$ cat config.mk
export PLATFORM = sky130hd
export DESIGN_NAME = if_id_queue_flat
export DESIGN_NICKNAME = d
export VERILOG_FILES = /design/src/rtl/if_id_queue_if.sv /design/src/rtl/if_id_queue.sv /design/src/flat_wrapper.sv
export SDC_FILE = /design/constraint.sdc
export NUM_CORES = 1
export LEC_CHECK = 0
export BUFFER_PORTS_ARGS = -buffer_cell sky130_fd_sc_hd__buf_2
export CAP_MARGIN = 0
export CORE_MARGIN = 8
export CORE_UTILIZATION = 54
export CTS_CLUSTER_SIZE = 10
export DETAILED_ROUTE_END_ITERATION = 8
export HOLD_SLACK_MARGIN = 0.08
export PLACE_DENSITY = 0.8
export SETUP_SLACK_MARGIN = 0.15
export SKIP_LAST_GASP = 1
export SLEW_MARGIN = 20
export SYNTH_ARGS = -nofsm -noshare
export SYNTH_HDL_FRONTEND = slang
export SYNTH_SLANG_ARGS = --single-unit
$ cat constraint.sdc
create_clock -name clk -period 1.9 [get_ports clk]
set_input_delay 0.095 -clock clk [delete_from_list [all_inputs] [get_ports clk]]
set_output_delay 0.095 -clock clk [all_outputs]
set_load 0.01 [all_outputs]
$ cat src/rtl/if_id_queue_if.sv
// if_id_queue_if: fetch/decode handshake bundle for if_id_queue.
// IFID_PC_CHECK_EN adds the out_exc fault flag.
interface if_id_queue_if;
    logic        in_valid;
    logic [31:0] in_pc;
    logic [31:0] in_instr;
    logic        in_ready;
    logic        out_valid;
    logic [31:0] out_pc;
    logic [31:0] out_instr;
    logic        out_ready;
    logic        flush;
    logic [1:0]  count;
`ifdef IFID_PC_CHECK_EN
    logic        out_exc;
    modport master (output in_valid, in_pc, in_instr, out_ready, flush,
                    input in_ready, out_valid, out_pc, out_instr, count, out_exc);
    modport slave  (input in_valid, in_pc, in_instr, out_ready, flush,
                    output in_ready, out_valid, out_pc, out_instr, count, out_exc);
`else
    modport master (output in_valid, in_pc, in_instr, out_ready, flush,
                    input in_ready, out_valid, out_pc, out_instr, count);
    modport slave  (input in_valid, in_pc, in_instr, out_ready, flush,
                    output in_ready, out_valid, out_pc, out_instr, count);
`endif
endinterface

$ cat src/rtl/if_id_queue.sv
// if_id_queue: two-entry IF->ID skid FIFO with flush; in_ready depends on registered count only.
// IFID_PC_CHECK_EN stores a PC-fault bit per entry and drives out_exc.
module if_id_queue #(
    parameter int          DEPTH   = 2,
    parameter logic [31:0] INIT_PC = 32'h0000_3000
) (
    input logic          clk,
    input logic          reset,
    if_id_queue_if.slave q
);
`ifdef IFID_PC_CHECK_EN
    localparam int W = 65;
`else
    localparam int W = 64;
`endif
    logic [W-1:0] mem [DEPTH];
    logic [W-1:0] din, head;
    logic         wr_ptr, rd_ptr, push, pop, in_ready, out_valid;
    logic [1:0]   count;
    assign in_ready  = count != 2'd2;
    assign out_valid = count != 2'd0;
    assign push      = q.in_valid & in_ready;
    assign pop       = out_valid & q.out_ready & ~q.flush;
    assign head      = mem[rd_ptr];
`ifdef IFID_PC_CHECK_EN
    logic exc;
    assign exc       = (q.in_pc[1:0] != 2'b00) | (q.in_pc < 32'h0000_3000) | (q.in_pc > 32'h0000_6FFF);
    // faulting fetches become nops but keep their PC for the exception handler
    assign din       = {exc, exc ? 32'h0 : q.in_instr, q.in_pc};
    assign q.out_exc = out_valid & head[64];
`else
    assign din       = {q.in_instr, q.in_pc};
`endif
    assign q.in_ready  = in_ready;
    assign q.out_valid = out_valid;
    assign q.out_pc    = out_valid ? head[31:0] : INIT_PC;
    assign q.out_instr = out_valid ? head[63:32] : 32'h0;
    assign q.count     = count;
    always_ff @(posedge clk or negedge reset) begin
        if (!reset) begin
            count  <= 2'd0;
            wr_ptr <= 1'b0;
            rd_ptr <= 1'b0;
            for (int i = 0; i < DEPTH; i++) mem[i] <= '0;
        end else if (q.flush) begin
            count  <= 2'd0;
            wr_ptr <= 1'b0;
            rd_ptr <= 1'b0;
        end else begin
            if (push) begin
                mem[wr_ptr] <= din;
                wr_ptr      <= ~wr_ptr;
            end
            if (pop) rd_ptr <= ~rd_ptr;
            count <= count + {1'b0, push} - {1'b0, pop};
        end
    end
endmodule

$ cat src/flat_wrapper.sv
// flat-port wrapper written by rule: the top's interface ports become plain ports
module if_id_queue_flat 
#(
    parameter int          DEPTH   = 2,
    parameter logic [31:0] INIT_PC = 32'h0000_3000
)
  (clk, reset, q_in_valid, q_in_pc, q_in_instr, q_out_ready, q_flush, q_in_ready, q_out_valid, q_out_pc, q_out_instr, q_count);
  if_id_queue_if q_i ();
  input logic clk;
  input logic reset;
  input wire logic [$bits(q_i.in_valid)-1:0] q_in_valid;
  input wire logic [$bits(q_i.in_pc)-1:0] q_in_pc;
  input wire logic [$bits(q_i.in_instr)-1:0] q_in_instr;
  input wire logic [$bits(q_i.out_ready)-1:0] q_out_ready;
  input wire logic [$bits(q_i.flush)-1:0] q_flush;
  output wire logic [$bits(q_i.in_ready)-1:0] q_in_ready;
  output wire logic [$bits(q_i.out_valid)-1:0] q_out_valid;
  output wire logic [$bits(q_i.out_pc)-1:0] q_out_pc;
  output wire logic [$bits(q_i.out_instr)-1:0] q_out_instr;
  output wire logic [$bits(q_i.count)-1:0] q_count;
  assign q_i.in_valid = q_in_valid;
  assign q_i.in_pc = q_in_pc;
  assign q_i.in_instr = q_in_instr;
  assign q_i.out_ready = q_out_ready;
  assign q_i.flush = q_flush;
  assign q_in_ready = q_i.in_ready;
  assign q_out_valid = q_i.out_valid;
  assign q_out_pc = q_i.out_pc;
  assign q_out_instr = q_i.out_instr;
  assign q_count = q_i.count;
  if_id_queue #(.DEPTH(DEPTH), .INIT_PC(INIT_PC)) u_core (.clk(clk), .reset(reset), .q(q_i));
endmodule
# == Word-level counts from Yosys, hierarchy flattened ==
# Index checks and enable logic that the tools add are counted.
# classes
magnitude_cmp,3
reduce_logical,5
mux,13
n_div,0
n_bitwise,8
multipliers,0
shifts,0
addsub,2
eq_ne,1
# op_table
op,n
two-way mux 64 bit,4
bitwise mux 128 bit,1
demux 64 bit (select 1 bit),1
two-way mux 32 bit,2
nonzero test 2 bit,3
">= comparator 2 bit, second input constant",2
two-way mux 1 bit,4
NOT 1 -> 2 bit,2
AND 1 bit,3
NOT 1 bit,3
adder 2 x 1 -> 2 bit,1
"less-than comparator 2 x 1 -> 1 bit, second input constant",1
two-way mux 2 bit,1
"!= test 2 bit, second input constant",1
AND reduction 2 bit,1
subtractor 2 x 1 -> 2 bit,1
logical AND 1 bit,1
# word_totals
latchBits,0
mem_bits_rw,0
mem_bits_ro,0
register_bits,132
output_inout_bits,68
word_cells,37
n_memories,0

# == Logic depth before layout (Yosys ltp) ==
# Gate-level depths: netlist (run 1).
# logic_depth
ltp_word,6
ltp_mapped,7
ltp_nobuf,7

# == Worst setup path before layout (run 1) ==
# OpenSTA, ideal clock, no wires.
# synth_timing
kind,flip-flop to flip-flop
from,"register u_core.count[1], in the netlist u_core.q.count[1]"
to,register u_core.mem[67] (netlist bit)
required_ps,1775
path_buffers,1
path_stages_with_launch,5
t_arrival_ps,1651
setup_ps,125
path_slack_ps,124
path_cell_list,dfrtp_1 > nor2b_2 > nor4_4 > buf_6 > mux2_2
# synth_between
elab_chain_cells,3
# synth_lines
item,line,source
"start, declared",if_id_queue.sv:19,logic [1:0] count;
"start signal, assigned",if_id_queue.sv:55,"count <= count + {1'b0, push} - {1'b0, pop};"
!= test 2 bit,if_id_queue.sv:20,assign in_ready = count != 2'd2;
AND 1 bit,if_id_queue.sv:22,assign push = q.in_valid & in_ready;
AND reduction 2 bit (no source line),--,
"end signal, assigned by index",if_id_queue.sv:51,mem[wr_ptr] <= din;
"end, declared",if_id_queue.sv:16,logic [W-1:0] mem [DEPTH];
# Every way passes these cells.
# A chain may end at the register's enable or synchronous reset.

# == Worst setup path in the final report (run 1) ==
# layout_timing
from,register u_core.rd_ptr
to,output port q_out_pc[22]
# layout_between
elab_chain_cells,5
# layout_lines
item,line,source
"start, declared",if_id_queue.sv:18,"logic wr_ptr, rd_ptr, push, pop, in_ready, out_valid;"
"start signal, assigned",if_id_queue.sv:54,if (pop) rd_ptr <= ~rd_ptr;
NOT 1 -> 2 bit (implied by the code),if_id_queue.sv:24,assign head = mem[rd_ptr];
two-way mux 64 bit (implied by the code) (3 in series),if_id_queue.sv:24,
two-way mux 32 bit,if_id_queue.sv:36,assign q.out_pc = out_valid ? head[31:0] : INIT_PC;
"end, declared",flat_wrapper.sv:18,output wire logic [$bits(q_i.out_pc)-1:0] q_out_pc;
# Every way passes these cells. The select of a mux whose other input is x is not followed.

==> out/results.txt, run 1 <==
The run gives 14600 um2 as the die area. The remaining global-route overflow came out at 0. Across all setup checks in the final design, the least slack found is 64.6 ps.

The combined buffer and inverter count along the critical path works out to 3. The synthesized design spends more area on one cell type than any other, namely sky130_fd_sc_hd__dfrtp_1. The most critical setup path has its startpoint at u_core.rd_ptr. On the final layout, the worst clock skew is 6.80 ps.

The residual antenna-violating net count after detailed routing was 0; the number of levels in the clock H-tree was 4. In this run the count of I/O pins placed on the die edge is 137. The run gives 4.97 mW as the net switching power. Launch point of the worst reg-to-reg path: u_core.q.count[0]. For this design the ratio of total power to cell area is 1710 nW/um2.

For this run, the leading register cell type out of synthesis is sky130_fd_sc_hd__dfrtp_1. The proportion of netlist area held by the largest area contributor came out at 0.555. The tools report the worst reg2reg path endpoint as u_core.mem[32]. For the non-filler instance count after layout, the log shows 821.

No sink is reached through more buffers than the 2 on the longest clock path. Type of destination of the critical path: a primary output. The run gives 4 as the first-pass iteration count of the detailed router. The setup check on the worst reg-to-reg path leaves a slack of 140 ps. The run gives 0.442 as the proportion of power drawn by combinational gates. In this run the worst setup path terminates at q_out_pc[22].

Walking the worst path, the cells encountered are buf_8 > buf_12 > mux2i_1 > nor2_1 > buf_2. CTS saw 132 sinks. The fraction of registers with async set/reset is 1.00. The worst setup path category was reg -> out. Synthesis inferred 132 register bits. Cell family contributing the most delay on the critical path: flip-flops.

For the HPWL after detailed placement, the log shows 8.89 mm. In the final routed layout, each cell accounts on average for 19.8 um. In this run the worst path has a maximum fanout of 10. The internal power of the cells totals 9.80 mW. For the final cell utilization of the core, the log shows 0.802.

The path class of the tightest hold or removal check is in -> async. The first global-routing pass estimated 23.7 mm of wire. The count of fill cells added during filler insertion came out at 578.

Startpoint kind of the worst setup timing path: a register. In this run, the number of DRC markers left after iteration 0 of detailed routing was 255. The post-route clock period utilization was 0.966.

The commonest cells after synthesis are 132 x sky130_fd_sc_hd__dfrtp_1, 123 x sky130_fd_sc_hd__mux2_2, 67 x sky130_fd_sc_hd__nor2_1. Measured along the x axis, the die boundary spans 121 um. Buffers inserted during clock tree synthesis total 17. Counting buffers and inverters, the worst setup path is 5 cells deep. STA puts the critical path data arrival time at 1740 ps.

The post-synthesis instance total is 437. The via count of the routed design came out at 4346. Data on the critical path is required at its endpoint by 1800 ps. Yosys attributes the largest share of cell area to sky130_fd_sc_hd__dfrtp_1 55%, sky130_fd_sc_hd__mux2_2 23%, sky130_fd_sc_hd__mux2i_1 11%, sky130_fd_sc_hd__nor2_1 4.2%, sky130_fd_sc_hd__buf_6 1.1%. The Yosys step of the flow raised 0 warnings. Clock slew at the register clock pins of the worst setup and hold paths: 50 ps. For the global routing usage summed across all routing layers, the log shows 0.204. The share of cells above drive strength 1 was 0.518. The longest individual stage delay on the worst path works out to 490 ps. The post-synthesis area per instance came out at 13.6 um2. Entering global routing, the biggest net connects 71 pins. The cell count after placement was 701.

Setup repair after global routing could not meet its margin everywhere. The insertion delay to the later sink of the worst-skew pair was 520 ps; the number of max-slew violations in the final report was 0. Via count of the first global-routing pass: 4744. The flow ran to the end, and the final reports show no timing, DRC or antenna violations. The sequential area share after synthesis is 0.555, and the mapped cell area is 5960 um2. The tools report the cell row count as 38.

In this run the clock root is driven by a sky130_fd_sc_hd__clkbuf_8. The slowest stage of the critical path is the sky130_fd_sc_hd__dfrtp_4 cell. The switching part of the total power is 0.337, and the count of input and output buffers is 136. In the post-synthesis netlist, the cell with the most instances is sky130_fd_sc_hd__dfrtp_1. The proportion of power drawn by flip-flops and latches was 0.333.

The run gives 16.3 mm as the post-detailed-routing wire length. Relative to the synthesized area, the layout overhead comes to 45.3%. The effective utilization at floorplan was 0.552; the number of unique standard cell types used by synthesis was 21.

DRC violation count after routing: 0. Static timing analysis puts the maximum clock frequency at 0.545 GHz. The remaining max-slew budget at the tightest pin was 0.703; the worst-case reg-to-reg path depth was 7. The initial antenna violation count is 1. The number of nets in the layout is 739, and the final RePlAce weighted congestion is 0.739. Summed over all cells, the static leakage comes to 3.97 nW.

The number of max-cap violations was 0; the routed via count divided by cell count was 5.29. The core footprint came out at 10800 um2. The number of hold-slack violations in the final timing report was 0; the final critical path time including I/O delays and setup was 1840 ps.

The number of nets handed over by synthesis was 508. The post-place setup slack was 139 ps; the measured slew at the worst slew-check pin was 445 ps. Setup violations remaining at the end of the flow were counted as 0. The largest vdd supply drop is 0.986 mV, and the die outline height is 121 um.

TritonCTS built the clock tree. Yosys mapped a number of flops with a built-in enable equal to 0. The clock share of power came out at 0.225.
-- how the worst min path moves through the flow --
stage / endpoint / slack, ps / cells after the start
global route: u_core.mem[35] / 110 / 3
floorplan: u_core.mem[0] / -200 / 0
global placement: u_core.mem[34] / 60 / 1
finish: u_core.rd_ptr / 120 / 3
CTS: u_core.mem[45] / 110 / 3
detailed placement: u_core.mem[34] / 70 / 1
-- layout make-up --
| class | instances | area (um2) | share of cell area |
|---|---|---|---|
| clock inverters | 9 | 125 | 0.0145 |
| diodes | 1 | 2.50 | 0.000289 |
| well taps | 140 | 175 | 0.0202 |
| clock buffers | 22 | 483 | 0.0558 |
| flip-flops and latches | 132 | 3310 | 0.382 |
| repair buffers | 238 | 1990 | 0.230 |
| multi-input cells | 274 | 2550 | 0.295 |
| inverters | 5 | 18.8 | 0.00217 |
-- stage by stage --
stage	TNS [ps]	instance area, um2	hold WS (ps)	power, mW
6_report	0	8650	119	14.8
5_1_grt	-6.61	8650	115	15.5
4_1_cts	0	8190	113	13.5
3_5_place_dp	0	6850	73.5	9.90
3_3_place_gp	0	6850	64.1	9.66
2_1_floorplan	0	5960	-201	8.03
-- layout by cell type (no fill, tap or decap), types with 4 or more instances in the layout --
cell,netlist,routed
sky130_fd_sc_hd__nor2_2,0,14
sky130_fd_sc_hd__mux2i_1,64,56
sky130_fd_sc_hd__mux2i_2,0,7
sky130_fd_sc_hd__clkbuf_16,0,24
sky130_fd_sc_hd__dlygate4sd3_1,0,68
sky130_fd_sc_hd__mux2_1,5,5
sky130_fd_sc_hd__buf_2,5,134
sky130_fd_sc_hd__buf_6,6,8
sky130_fd_sc_hd__clkinv_2,0,4
sky130_fd_sc_hd__dfrtp_1,132,130
sky130_fd_sc_hd__mux2_2,123,123
sky130_fd_sc_hd__clkbuf_8,0,6
sky130_fd_sc_hd__inv_1,5,5
sky130_fd_sc_hd__nor2_1,67,51
sky130_fd_sc_hd__buf_12,0,14
-- kinds of logic (layout without fill, tap and decap cells) --
group / count (synthesis) / in the layout / share of synthesized area
muxes: 192 / 192 / 0.350
DFF: 132 / 132 / 0.555
and+or+nand+nor: 74 / 74 / 0.0521
buffers and inverters: 31 / 274 / 0.0326
AOI/OAI and AO/OA: 3 / 3 / 0.00252
xor gates and xnor gates: 3 / 3 / 0.00441
adders and majority gates: 2 / 2 / 0.00420
other: 0 / 1 / 0
-- registers in the layout, indices dropped and copies added (netlist names) --
| name | cells |
|---|---|
| u_core.wr_ptr | 1 |
| u_core.mem | 128 |
| u_core.q.count | 2 |
| u_core.rd_ptr | 1 |
-- worst register-to-register path, stage by stage (launching register included) --
cell and delay (ps):
sky130_fd_sc_hd__dfrtp_1 390, sky130_fd_sc_hd__buf_4 150, sky130_fd_sc_hd__nor2b_4 170, sky130_fd_sc_hd__inv_1 90, sky130_fd_sc_hd__nand4b_1 140, sky130_fd_sc_hd__buf_6 170
sky130_fd_sc_hd__clkbuf_16 190, sky130_fd_sc_hd__mux2_2 350
-- layer usage --
| metal | track usage | vias up | wire length, um |
|---|---|---|---|
| met2 | 0.341 | 131 | 8400 |
| li1 | - | 1984 | - |
| met5 | 0 | - | 0 |
| met4 | 0.0695 | 0 | 306 |
| met1 | 0.243 | 2208 | 6700 |
| met3 | 0.0675 | 23 | 849 |
-- repair_timing --
item / CTS / global route
endpoints found under the hold margin: 264 / 0
gates cloned: 0 / 12
setup buffers: 2 / 5
hold buffers: 69 / 0
gates resized for setup: 6 / 46
setup endpoints to repair: 68 / 149
pin swaps: 0 / 11
-- power groups by stage --
stage	combinational [mW]	clock (mW)	sequential (mW)
finish	6.53	3.32	4.91
global route	6.94	3.54	5.05
CTS	5.24	3.37	4.85
detailed placement	4.98	0	4.92
global placement	4.86	0	4.81
floorplan	3.39	0	4.64
(Power assumes the default switching activity.)
==> inputs of run 2 (changes only) <==
CORE_MARGIN = default   (was 8)
CORE_UTILIZATION = 30   (was 54)
PLACE_DENSITY = default   (was 0.8)
==> out/results.txt, run 2 (synthesis results as in run 1) <==
For the HPWL after detailed placement, the log shows 8.65 mm (-2.8%). The average wire length per cell after detail routing was 15.6 um (-21%); the first-pass iteration count of the detailed router was 4 (unchanged). The pin count of the biggest net entering global routing is 49 (-31%). The critical path startpoint was u_core.q.count[1]. The tools report the initial antenna violation count as 1 (unchanged). The global routing usage summed across all routing layers is 0.142 (-0.0620), and the synthesis-to-layout area growth is 43.1%. Clock share of power: 0.248 (+0.023). The path class of the tightest hold or removal check is in -> reg.

The required time of the worst setup path is 2190 ps (+390 ps), and the power density over the cells is 1580 nW/um2 (-7.5%). The largest vdd supply drop was 0.782 mV (-21%). Flip-flop count of the largest register after layout: 128 (unchanged). The tools report the via count of the routed design as 4217 (-3.0%). The tools report the setup slack on the worst flop-to-flop path as 200 ps (+60 ps). In the final layout, the registers with the most flip-flops are u_core.mem x128, u_core.q.count x2.

u_core.mem holds more flip-flops than any other register. The tools report the maximum root-to-sink buffer count as 2 (unchanged). The run gives 2500 um2 (-2.2%) as the area of the multi-input gates. The final-report setup violation count was 0 (unchanged); the via count of the first global-routing pass was 4577 (-3.5%).

The type of destination of the critical path was a register. The switching part of the total power was 0.330 (-0.00668); the number of clock sinks seen by CTS was 132 (unchanged). The tools report the static leakage power as 3.87 nW (-2.6%). Setup repair after global routing could not meet its margin everywhere. The final cell utilization of the core is 0.438 (-0.364), and the share of cells above drive strength 1 is 0.478 (-0.0401). Insertion delay to the later sink of the worst-skew pair: 410 ps (-110 ps). The measured slew at the worst slew-check pin was 463 ps (+17.5 ps); the sequential standard cell area was 3310 um2 (about the same). The logs give 0.587 GHz (+7.8%) for the maximum clock frequency and 1795 (+210%) for the count of fill cells added during filler insertion. The effective utilization at floorplan was 0.306 (-0.246). The run gives 0 (unchanged) as the residual antenna-violating net count after detailed routing. The library cell used most frequently in the layout, excluding fill and tap cells, is sky130_fd_sc_hd__buf_2. The worst-case reg-to-reg path depth is 6 (-1). For the remaining global-route overflow, the log shows 0 (unchanged). The number of max-slew violations in the final report is 0 (unchanged), and the routed via count divided by cell count is 4.51 (-15%).

The number of DRC violations after detailed-routing iteration 0 is 80 (-69%). The run gives 137 (unchanged) as the count of boundary I/O pins. For the first-pass GRT wire length, the log shows 22.0 mm (-7.1%). Core footprint: 19500 um2 (+80%). The number of max-cap violations is 0 (unchanged), and the number of buffers added by the clock tree synthesis step is 17 (unchanged).

The width of the chip was 143 um (+18%). The clock slew at the register clock pins of the worst setup and hold paths works out to 60 ps (about the same). The origin of the worst min-delay path is q_out_ready.

TritonCTS built the clock tree. The setup path with the least slack is of type reg -> reg. The number of levels in the clock H-tree was 4 (unchanged); the die area was 20400 um2 (+39%).

Count of input and output buffers: 136 (unchanged). The launch point of the worst reg-to-reg path is u_core.q.count[1]. The tools report the cell row count as 51 (+34%).

The library cells used most frequently in the layout, excluding fill and tap cells, are 135 x sky130_fd_sc_hd__buf_2, 129 x sky130_fd_sc_hd__dfrtp_1, 117 x sky130_fd_sc_hd__mux2_2. The die outline height was 143 um (+18%); the highest net fanout along the worst path was 8 (-2). The total internal power was 9.01 mW (-8.0%). Final critical path time including I/O delays and setup: 1700 ps (-133 ps). The run finished with clean final reports. The tools report the net switching power as 4.44 mW (-11%).

Setup skew after layout: 6.90 ps (+0.104 ps). Number of nets in the layout: 726 (-1.8%). The run gives 14.6 mm (-10%) as the post-detailed-routing wire length. The post-route clock period utilization works out to 0.896 (-0.0699). The logs give 0.704 (-4.7%) for the final RePlAce weighted congestion and 0.359 (+0.026) for the proportion of power drawn by flip-flops and latches. The number of cells on the worst hold path is 4. The run gives 0 (unchanged) as the number of hold-slack violations in the final timing report. The arrival time reported for the critical path endpoint is 2000 ps (+260 ps).

Total negative slack for setup checks: 0 ps (unchanged). CTS placed an instance of sky130_fd_sc_hd__clkbuf_16 at the clock tree root. The tools report the proportion of power drawn by combinational gates as 0.392 (-0.050). The DRC violation count after routing came out at 0 (unchanged).

The startpoint kind of the worst setup timing path was a register. The tools report the remaining max-slew budget at the tightest pin as 0.691 (-0.0116).
run 2: critical path, stage by stage (launching register included):
cell and delay, ps:
sky130_fd_sc_hd__dfrtp_2 420, sky130_fd_sc_hd__nor2b_4 240, sky130_fd_sc_hd__inv_2 60, sky130_fd_sc_hd__nand4b_1 130, sky130_fd_sc_hd__buf_6 200, sky130_fd_sc_hd__clkbuf_16 190
sky130_fd_sc_hd__mux2_2 330
run 2: routing by layer:
layer / share of wire / track usage / vias up
li1: - / - / 1959
met1: 0.42 / 0.156 / 2144
met2: 0.51 / 0.255 / 97
met3: 0.048 / 0.0469 / 17
met4: 0.018 / 0.0515 / 0
met5: 0 / 0 / -
run 2: path summary, 6_finish.rpt:
kind / end
min reg2reg: u_core.mem[77]
max reg2reg: u_core.mem[53]
max in group asynchronous: u_core.mem[21]
min: u_core.rd_ptr
max: u_core.mem[53]
min in group asynchronous: u_core.mem[124]
run 2: cell type report:
class                   instances  area share
flip-flops and latches        132       0.388
multi-input cells             274       0.293
repair buffers                225       0.206
clock buffers                  21      0.0529
well taps                     265      0.0389
clock inverters                11      0.0179
inverters                       5     0.00220
diodes                          1    0.000294
run 2: power groups by stage:
stage	Clock [mW]	Sequential [mW]	Combinational (mW)
global placement	0	4.74	4.80
finish	3.34	4.83	5.27
global route	3.58	5.00	5.79
CTS	3.46	4.81	5.11
floorplan	0	4.64	3.39
detailed placement	0	4.86	4.94
run 2: metrics by stage:
| step | power (mW) | instance area, um2 | std cells | worst slack [ps] | hold slack [ps] |
|---|---|---|---|---|---|
| 2_1_floorplan | 8.03 | 5960 | 437 | 161 | -201 |
| 3_3_place_gp | 9.54 | 6980 | 824 | 147 | 65.8 |
| 3_5_place_dp | 9.79 | 6980 | 824 | 122 | 69.5 |
| 4_1_cts | 13.4 | 8310 | 925 | 150 | 86.2 |
| 5_1_grt | 14.4 | 8520 | 933 | 97.2 | 143 |
| 6_report | 13.4 | 8520 | 934 | 197 | 97.8 |
run 2: repair_timing:
action,CTS,global route
buffers inserted,2,2
setup endpoints to repair,114,153
gates resized for setup,5,18
pin swaps,1,0
hold endpoints to repair,264,0
gates cloned,1,6
hold buffers,66,0
